[src/rtl/instr_loader.sv]
// Serial program loader: assembles big-endian 32-bit words from a byte stream
// and writes them to instruction memory, stopping on a terminator or an error.
`timescale 1ns/1ps
module instr_loader #(
    parameter int ADDR_W = 8
) (
    input  logic              clk,
    input  logic              reset,
    input  logic              start,
    input  logic [7:0]        rx_data,
    input  logic              rx_valid,
    output logic              rx_ready,
    output logic              imem_we,
    output logic [ADDR_W-1:0] imem_addr,
    output logic [31:0]       imem_wdata,
    output logic              cpu_hold,
    output logic              done,
    output logic [1:0]        err,
    output logic [ADDR_W:0]   word_count
);

    typedef enum logic [2:0] {IDLE, COLLECT, WRITE, DONE, ERROR} state_t;

    localparam logic [31:0]     TERMINATOR = 32'hFFFF_FFFF;
    localparam logic [ADDR_W:0] MEM_FULL   = {1'b1, {ADDR_W{1'b0}}};
    localparam logic [ADDR_W:0] ONE        = {{ADDR_W{1'b0}}, 1'b1};

    state_t      state;
    logic [1:0]  byte_cnt;
    logic [31:0] shreg;
    logic [31:0] next_word;
    logic        next_writable;

    function automatic logic opcode_ok(input logic [5:0] op);
        case (op)
            6'b000000, 6'b001000, 6'b010001, 6'b001100, 6'b000100,
            6'b000101, 6'b100000, 6'b100100, 6'b100001, 6'b100101,
            6'b001111, 6'b100011, 6'b100111, 6'b001101, 6'b101000,
            6'b101001, 6'b001010, 6'b001011, 6'b101011, 6'b001110:
                opcode_ok = 1'b1;
            default:
                opcode_ok = 1'b0;
        endcase
    endfunction

    // The write strobe is registered, so the verdict on the completed word is
    // taken on the edge that accepts its last byte; WRITE re-checks the stored word.
    assign next_word     = {shreg[23:0], rx_data};
    assign next_writable = (next_word != TERMINATOR) && opcode_ok(next_word[31:26])
                           && (word_count != MEM_FULL);

    always_ff @(posedge clk or posedge reset) begin
        if (reset) begin
            state      <= IDLE;
            byte_cnt   <= 2'd0;
            shreg      <= 32'd0;
            rx_ready   <= 1'b0;
            imem_we    <= 1'b0;
            imem_addr  <= '0;
            imem_wdata <= 32'd0;
            cpu_hold   <= 1'b0;
            done       <= 1'b0;
            err        <= 2'b00;
            word_count <= '0;
        end else begin
            case (state)
                IDLE, DONE, ERROR: begin
                    imem_we <= 1'b0;
                    if (start) begin
                        state      <= COLLECT;
                        byte_cnt   <= 2'd0;
                        imem_addr  <= '0;
                        word_count <= '0;
                        done       <= 1'b0;
                        err        <= 2'b00;
                        rx_ready   <= 1'b1;
                        cpu_hold   <= 1'b1;
                    end
                end
                COLLECT: begin
                    if (rx_valid) begin
                        shreg    <= next_word;
                        byte_cnt <= byte_cnt + 2'd1;
                        if (byte_cnt == 2'd3) begin
                            state    <= WRITE;
                            rx_ready <= 1'b0;
                            if (next_writable) begin
                                imem_we    <= 1'b1;
                                imem_wdata <= next_word;
                                imem_addr  <= word_count[ADDR_W-1:0];
                            end
                        end
                    end
                end
                WRITE: begin
                    imem_we <= 1'b0;
                    if (shreg == TERMINATOR) begin
                        done     <= 1'b1;
                        cpu_hold <= 1'b0;
                        state    <= DONE;
                    end else if (!opcode_ok(shreg[31:26])) begin
                        err      <= 2'b01;
                        cpu_hold <= 1'b0;
                        state    <= ERROR;
                    end else if (word_count == MEM_FULL) begin
                        err      <= 2'b10;
                        cpu_hold <= 1'b0;
                        state    <= ERROR;
                    end else begin
                        word_count <= word_count + ONE;
                        rx_ready   <= 1'b1;
                        state      <= COLLECT;
                    end
                end
                default: begin
                    imem_we  <= 1'b0;
                    rx_ready <= 1'b0;
                    cpu_hold <= 1'b0;
                    state    <= IDLE;
                end
            endcase
        end
    end

endmodule

[config.mk]
export PLATFORM = sky130hd
export DESIGN_NAME = instr_loader
export DESIGN_NICKNAME = d
export VERILOG_FILES = /design/src/rtl/instr_loader.sv
export SDC_FILE = /design/constraint.sdc
export NUM_CORES = 1
export LEC_CHECK = 0
export ABC_AREA = 1
export BUFFER_PORTS_ARGS = -buffer_cell sky130_fd_sc_hd__buf_2
export CAP_MARGIN = 40
export CORE_ASPECT_RATIO = 0.7
export CORE_UTILIZATION = 56
export CTS_CLUSTER_SIZE = 28
export DETAILED_ROUTE_END_ITERATION = 16
export PLACE_DENSITY = 0.89
export SYNTH_ARGS = -nofsm -noshare
export SYNTH_HDL_FRONTEND = slang
export SYNTH_SLANG_ARGS = --single-unit
[constraint.sdc]
create_clock -name clk -period 3.55 [get_ports clk]
set_clock_uncertainty 0.2 [all_clocks]
set_input_delay 0.355 -clock clk [delete_from_list [all_inputs] [get_ports clk]]
set_output_delay 0.355 -clock clk [all_outputs]
set_load 0.02 [all_outputs]
# [Word level (Yosys, flattened, before mapping)]
# Memory sizes are Yosys's and may differ from the RTL's.
# Cells that the tools add are included.
[word_totals] word_cells=96 register_bits=92 memories=2 output_inout_bits=55 romBits=128
[classes] n_eq_ne=19 bitwise=1 addsub=2 muxes=44 reduce_logical=17
[memory_table] name="(name not given)" depth=64 width=1 rd=1 rd_ports_with_merged_regs=0 write_ports=0 line_no="35" source="case (op)"
[memory_table] name="(name not given)" depth=64 width=1 rd=1 rd_ports_with_merged_regs=0 write_ports=0 line_no="35"
[op_table] op="9-bit 2-to-1 mux" n=4
[op_table] op="32-bit == test (second input constant)" n=1
[op_table] op="8-bit 2-to-1 mux" n=4
[op_table] op="32-bit inequality test (second input constant)" n=1
[op_table] op="3-bit 2-to-1 mux" n=6
[op_table] op="9-bit case mux with 2 select lines" n=1
[op_table] op="1-bit 2-to-1 mux" n=17
[op_table] op="2-bit inequality test (second input constant)" n=8
[op_table] op="8-bit case mux with 2 select lines" n=1
[op_table] op="3-bit AND reduction" n=5
[op_table] op="2-bit 2-to-1 mux" n=5
[op_table] op="5-bit AND reduction" n=2
[op_table] op="9-bit by 1-bit adder with 9-bit output (second input constant)" n=1
[op_table] op="9-bit == test (second input constant)" n=1
[op_table] op="9-bit inequality test (second input constant)" n=1
[op_table] op="3-bit case mux with 3 select lines" n=1
[op_table] op="2-bit case mux with 2 select lines" n=2
[op_table] op="4-bit AND reduction" n=2
[op_table] op="3-bit by 2-bit == test with 1-bit output (second input constant)" n=2
[op_table] op="1-bit case mux with 3 select lines" n=2
[op_table] op="6-bit AND reduction" n=1
[op_table] op="4-bit inequality test (second input constant)" n=1
[op_table] op="2-bit nonzero test" n=2
[op_table] op="3-bit by 1-bit == test with 1-bit output (second input constant)" n=1
[op_table] op="other kinds (10)" n=11

# [Longest topological paths before layout]
[depth] depth_word=7 mapped_depth=11

# [Worst setup path after synthesis]
# No wires, ideal clock.
[synth_timing] kind="flip-flop to flip-flop" startpoint="register word_count[0]" endpoint="register word_count[2]" arrival_time_ns=1.512 setup_slack_ns=1.716 stages_incl_launch_ff=12 t_required_ns=3.229 synth_period_minus_slack_ns=1.834 setup_ns=0.121 path_cell_list="dfrtp_1 > inv_1 > ha_1 > nand2_1 > inv_1 > nand4_1 > inv_1 > nand2_1 > nand3_2 > buf_6 > nand2_1 > o21ai_1"
[synth_via] elab_chain_cells=5 word_cells_on_any_way=8
[synth_lines] item="from (decl)" line_no="19" source="output logic [ADDR_W:0] word_count"
[synth_lines] item="from (signal assigned)" line_no="110" source="word_count <= word_count + ONE;"
[synth_lines] item="9-bit by 1-bit adder with 9-bit output" line_no="110"
[synth_lines] item="9-bit 2-to-1 mux" line_no="105" source="end else if (word_count == MEM_FULL) begin"
[synth_lines] item="9-bit 2-to-1 mux" line_no="101" source="end else if (!opcode_ok(shreg[31:26])) begin"
[synth_lines] item="9-bit 2-to-1 mux" line_no="97" source="if (shreg == TERMINATOR) begin"
[synth_lines] item="9-bit case mux with 2 select lines" line_no="66" source="case (state)"
# Parallel ways exist; a longest one is shown, timed or not. The select of a mux whose other input is x is not followed.
# A chain may end at the register's enable or synchronous reset.

# [Worst setup path after layout]
[layout_timing] startpoint="register state[0]" endpoint="register imem_wdata[4]"
[layout_via] elab_chain_cells=2
[layout_lines] item="from (decl)" line_no="28" source="state_t state;"
[layout_lines] item="from (signal assigned)" line_no="54" source="state <= IDLE;"
[layout_lines] item="from (signal assigned)" line_no="70" source="state <= COLLECT;"
[layout_lines] item="from (signal assigned)" line_no="85" source="state <= WRITE;"
[layout_lines] item="3-bit by 1-bit == test with 1-bit output" line_no="66"
[layout_lines] item="4-bit AND reduction (no source line)"
[layout_lines] item="to (signal assigned)" line_no="89" source="imem_wdata <= next_word;"
[layout_lines] item="to (decl)" line_no="15" source="output logic [31:0] imem_wdata,"
# Every way passes these cells.

==> reports/metrics.csv <==
metric,value,unit
status,completed,
CP Launch Type,register,
share of cells above drive strength 1,0.166,
largest net degree at the start of global routing,76,
max_slew headroom,0.460,
Layout area overhead,13.9,%
Simple-Gate Fraction of Synth Area,0.323,
row count,26,
Synth area leaders,"dfrtp_1, nand2_1, nand3_1",
xor/xnor share of the synthesized area,0,
NumNets Final,600,
initial drt markers,364,
CTS sink cnt,92,
worst hold path type,in2reg,
CTS tree,built,
Final Hold Vio Count,0,
element type at the critical path end,register,
PwrDens,756,mW/mm²
core area,0.00732,mm²
fin crit share,0.792,
clock buffer depth,2,
largest family of logic cells by synthesized area,simple AND/OR/NAND/NOR gates,
DR WL/cell,13.8,µm
Die Area,0.00794,mm²
H-tree levels,3,
fin util,0.661,
Max Slew Vio Count,0,
crit-path max FO,43,
min cycle time layout,2.81,ns
Post-Syn Area per Cell,8.10,µm²
setup TNS,0,ns
CP max stage cell,dfrtp_1,
Max Cap Viol,0,
VDD IR-drop max,319,µV
final RePlAce weighted congestion,0.983,
DRC viols,0,
Worst-Skew Late Latency,0.37,ns
Routed Antenna Nets,0,
post-synthesis compound-gate area fraction,0.0604,
Crit path largest cell delay,0.43,ns
routed vias,3703,
critical path type,reg2reg,
GRT Resource Usage Total,0.253,
TritonCTS Buffers,9,
Post-Syn Instances,524,
Port Buf Inserts,66,
worst path cell trace,inv_2 > nor2_4 > nand2_4 > nor2_8 > inv_2 > nor2_4 > nand2_2 > nand2_1 > nand2_1,
RSZ-0062 raised after global routing,false,
Seq cells post-synth,92,
fmax,356,MHz
Leakage Power,2.65,nW
Congestion Overflow GR,0,
HPWL after detailed placement,6700,µm
die span in x,106,µm
Die Y,74.9,µm
Worst Path Required,3.61,ns
Post-Syn Area,0.00425,mm²
Slew @ Worst Pin,0.807,ns
mux contribution to synthesized area,0,
initial cell density of the core,0.580,
clk root buf,clkbuf_8,
Post-Synth Adder-Cell Area,0.00884,
Ports,67,
DRT Pass-1 Iters,5,
Arrival @ worst endpoint,2.87,ns
# resized after CTS,0,
sequential area share after synthesis,0.542,
net count after synthesis,539,
hold slack final,0.0112,ns
clock slew at reported path FFs,0.09,ns
Final setup viols,0,
YS warnings,0,
post-DR vias/cell,5.38,
post-synth top area share,0.542,
initial antenna violation count,0,
final WL,9490,µm
wire length of the first global-routing pass,15600,µm
number of library cell types mapped by synthesis,26,
Diodes inserted,0,
vias in the first global route,3320,
largest area contributor in the netlist,dfrtp_1,
[report_power, final]
part / switching [mW] / internal, mW / total, mW
clock network: 0.368 / 0.365 / 0.733
logic: 0.941 / 0.381 / 1.32
registers: 0.271 / 1.33 / 1.60
[final timing paths]
path	start	to	depth (start not counted)	slack [ns]
max	state[0]	imem_wdata[4]	9	0.74
min	rx_data[2]	shreg[2]	3	0.01
max reg2reg	state[0]	imem_wdata[4]	9	0.74
min reg2reg	imem_wdata[23]	imem_wdata[23]	2	0.27
max in group asynchronous	reset	shreg[27]	4	2.20
min in group asynchronous	reset	imem_wdata[6]	3	0.26
[metrics by stage]
step	area (µm²)	power, mW	setup WS [ns]	cells
2_1_floorplan	4250	2.56	0.603	524
3_3_place_gp	4620	2.85	0.985	671
3_5_place_dp	4620	2.91	0.841	671
4_1_cts	4840	3.65	0.772	688
5_1_grt	4840	3.91	0.461	688
6_report	4840	3.66	0.738	688
[critical path: cells and delay by family (launching register included)]
| family | cells | cell delay (ns) |
|---|---|---|
| buffers and inverters | 2 | 0.36 |
| and+or+nand+nor | 7 | 1.68 |
| DFF | 1 | 0.43 |
[flip-flops by register name (all words and copies together) (netlist names)]
signal,cells
imem_addr,8
imem_we,1
done,1
err,2
rx_ready,1
word_count,9
cpu_hold,1
state,3
imem_wdata,32
byte_cnt,2
shreg,32
[logic make-up (layout without fill, tap and decap cells)]
kind of cell             Yosys count  in the layout
adder cells (fa/ha/maj)            3              3
flip-flops                        92             92
AND/OR/NAND/NOR                  316            316
AO/OA/AOI/OAI                     50             50
buffers and inverters             63            129
[synthesized netlist by cell type (all sizes together)]
library cell and count:
a21oi 5, a31oi 1, and2 1, buf 14, clkbuf 6, dfrtp 92
ha 3, inv 43, nand2 208, nand3 56, nand3b 4, nand4 14
nor2 30, nor3 1, o21a 1, o21ai 42, o21bai 1, or2 2
[final cells by class]
cell class                      instances  area (µm²)
Clock buffer                           11         151
Clock inverter                          5        57.6
Fill cell                             565        2480
Inverter                               43         163
Multi-Input combinational cell        369        1670
Sequential cell                        92        2300
Tap cell                               98         123
Timing Repair Buffer                   70         375
[what timing repair did]
item                       4_1_cts  5_1_grt
setup buffers                    0        0
setup endpoints to repair        0        0
hold endpoints to repair        17        0
hold buffers                     1        0
[per-layer routing]
layer  vias up  global-route usage  wire (µm)
met1      1732               0.363       4410
met4         0              0.0941        184
met2       153               0.379       4270
li1       1792                   -          -
met3        26              0.0623        629
met5         -                   0          0
[placed cells by master, fill, tap and decap left out, drive strengths merged]
master         n
dfrtp         92
a21oi          5
nand2        208
bufinv         1
o21ai         42
nand3b         4
and2           1
nand3         56
clkinv         4
ha             3
inv           43
a31oi          1
buf           69
o21bai         1
or2            2
nor3           1
o21a           1
clkbuf        11
nor2          30
dlygate4sd3    1
nand4         14
(Power assumes the default switching activity.)
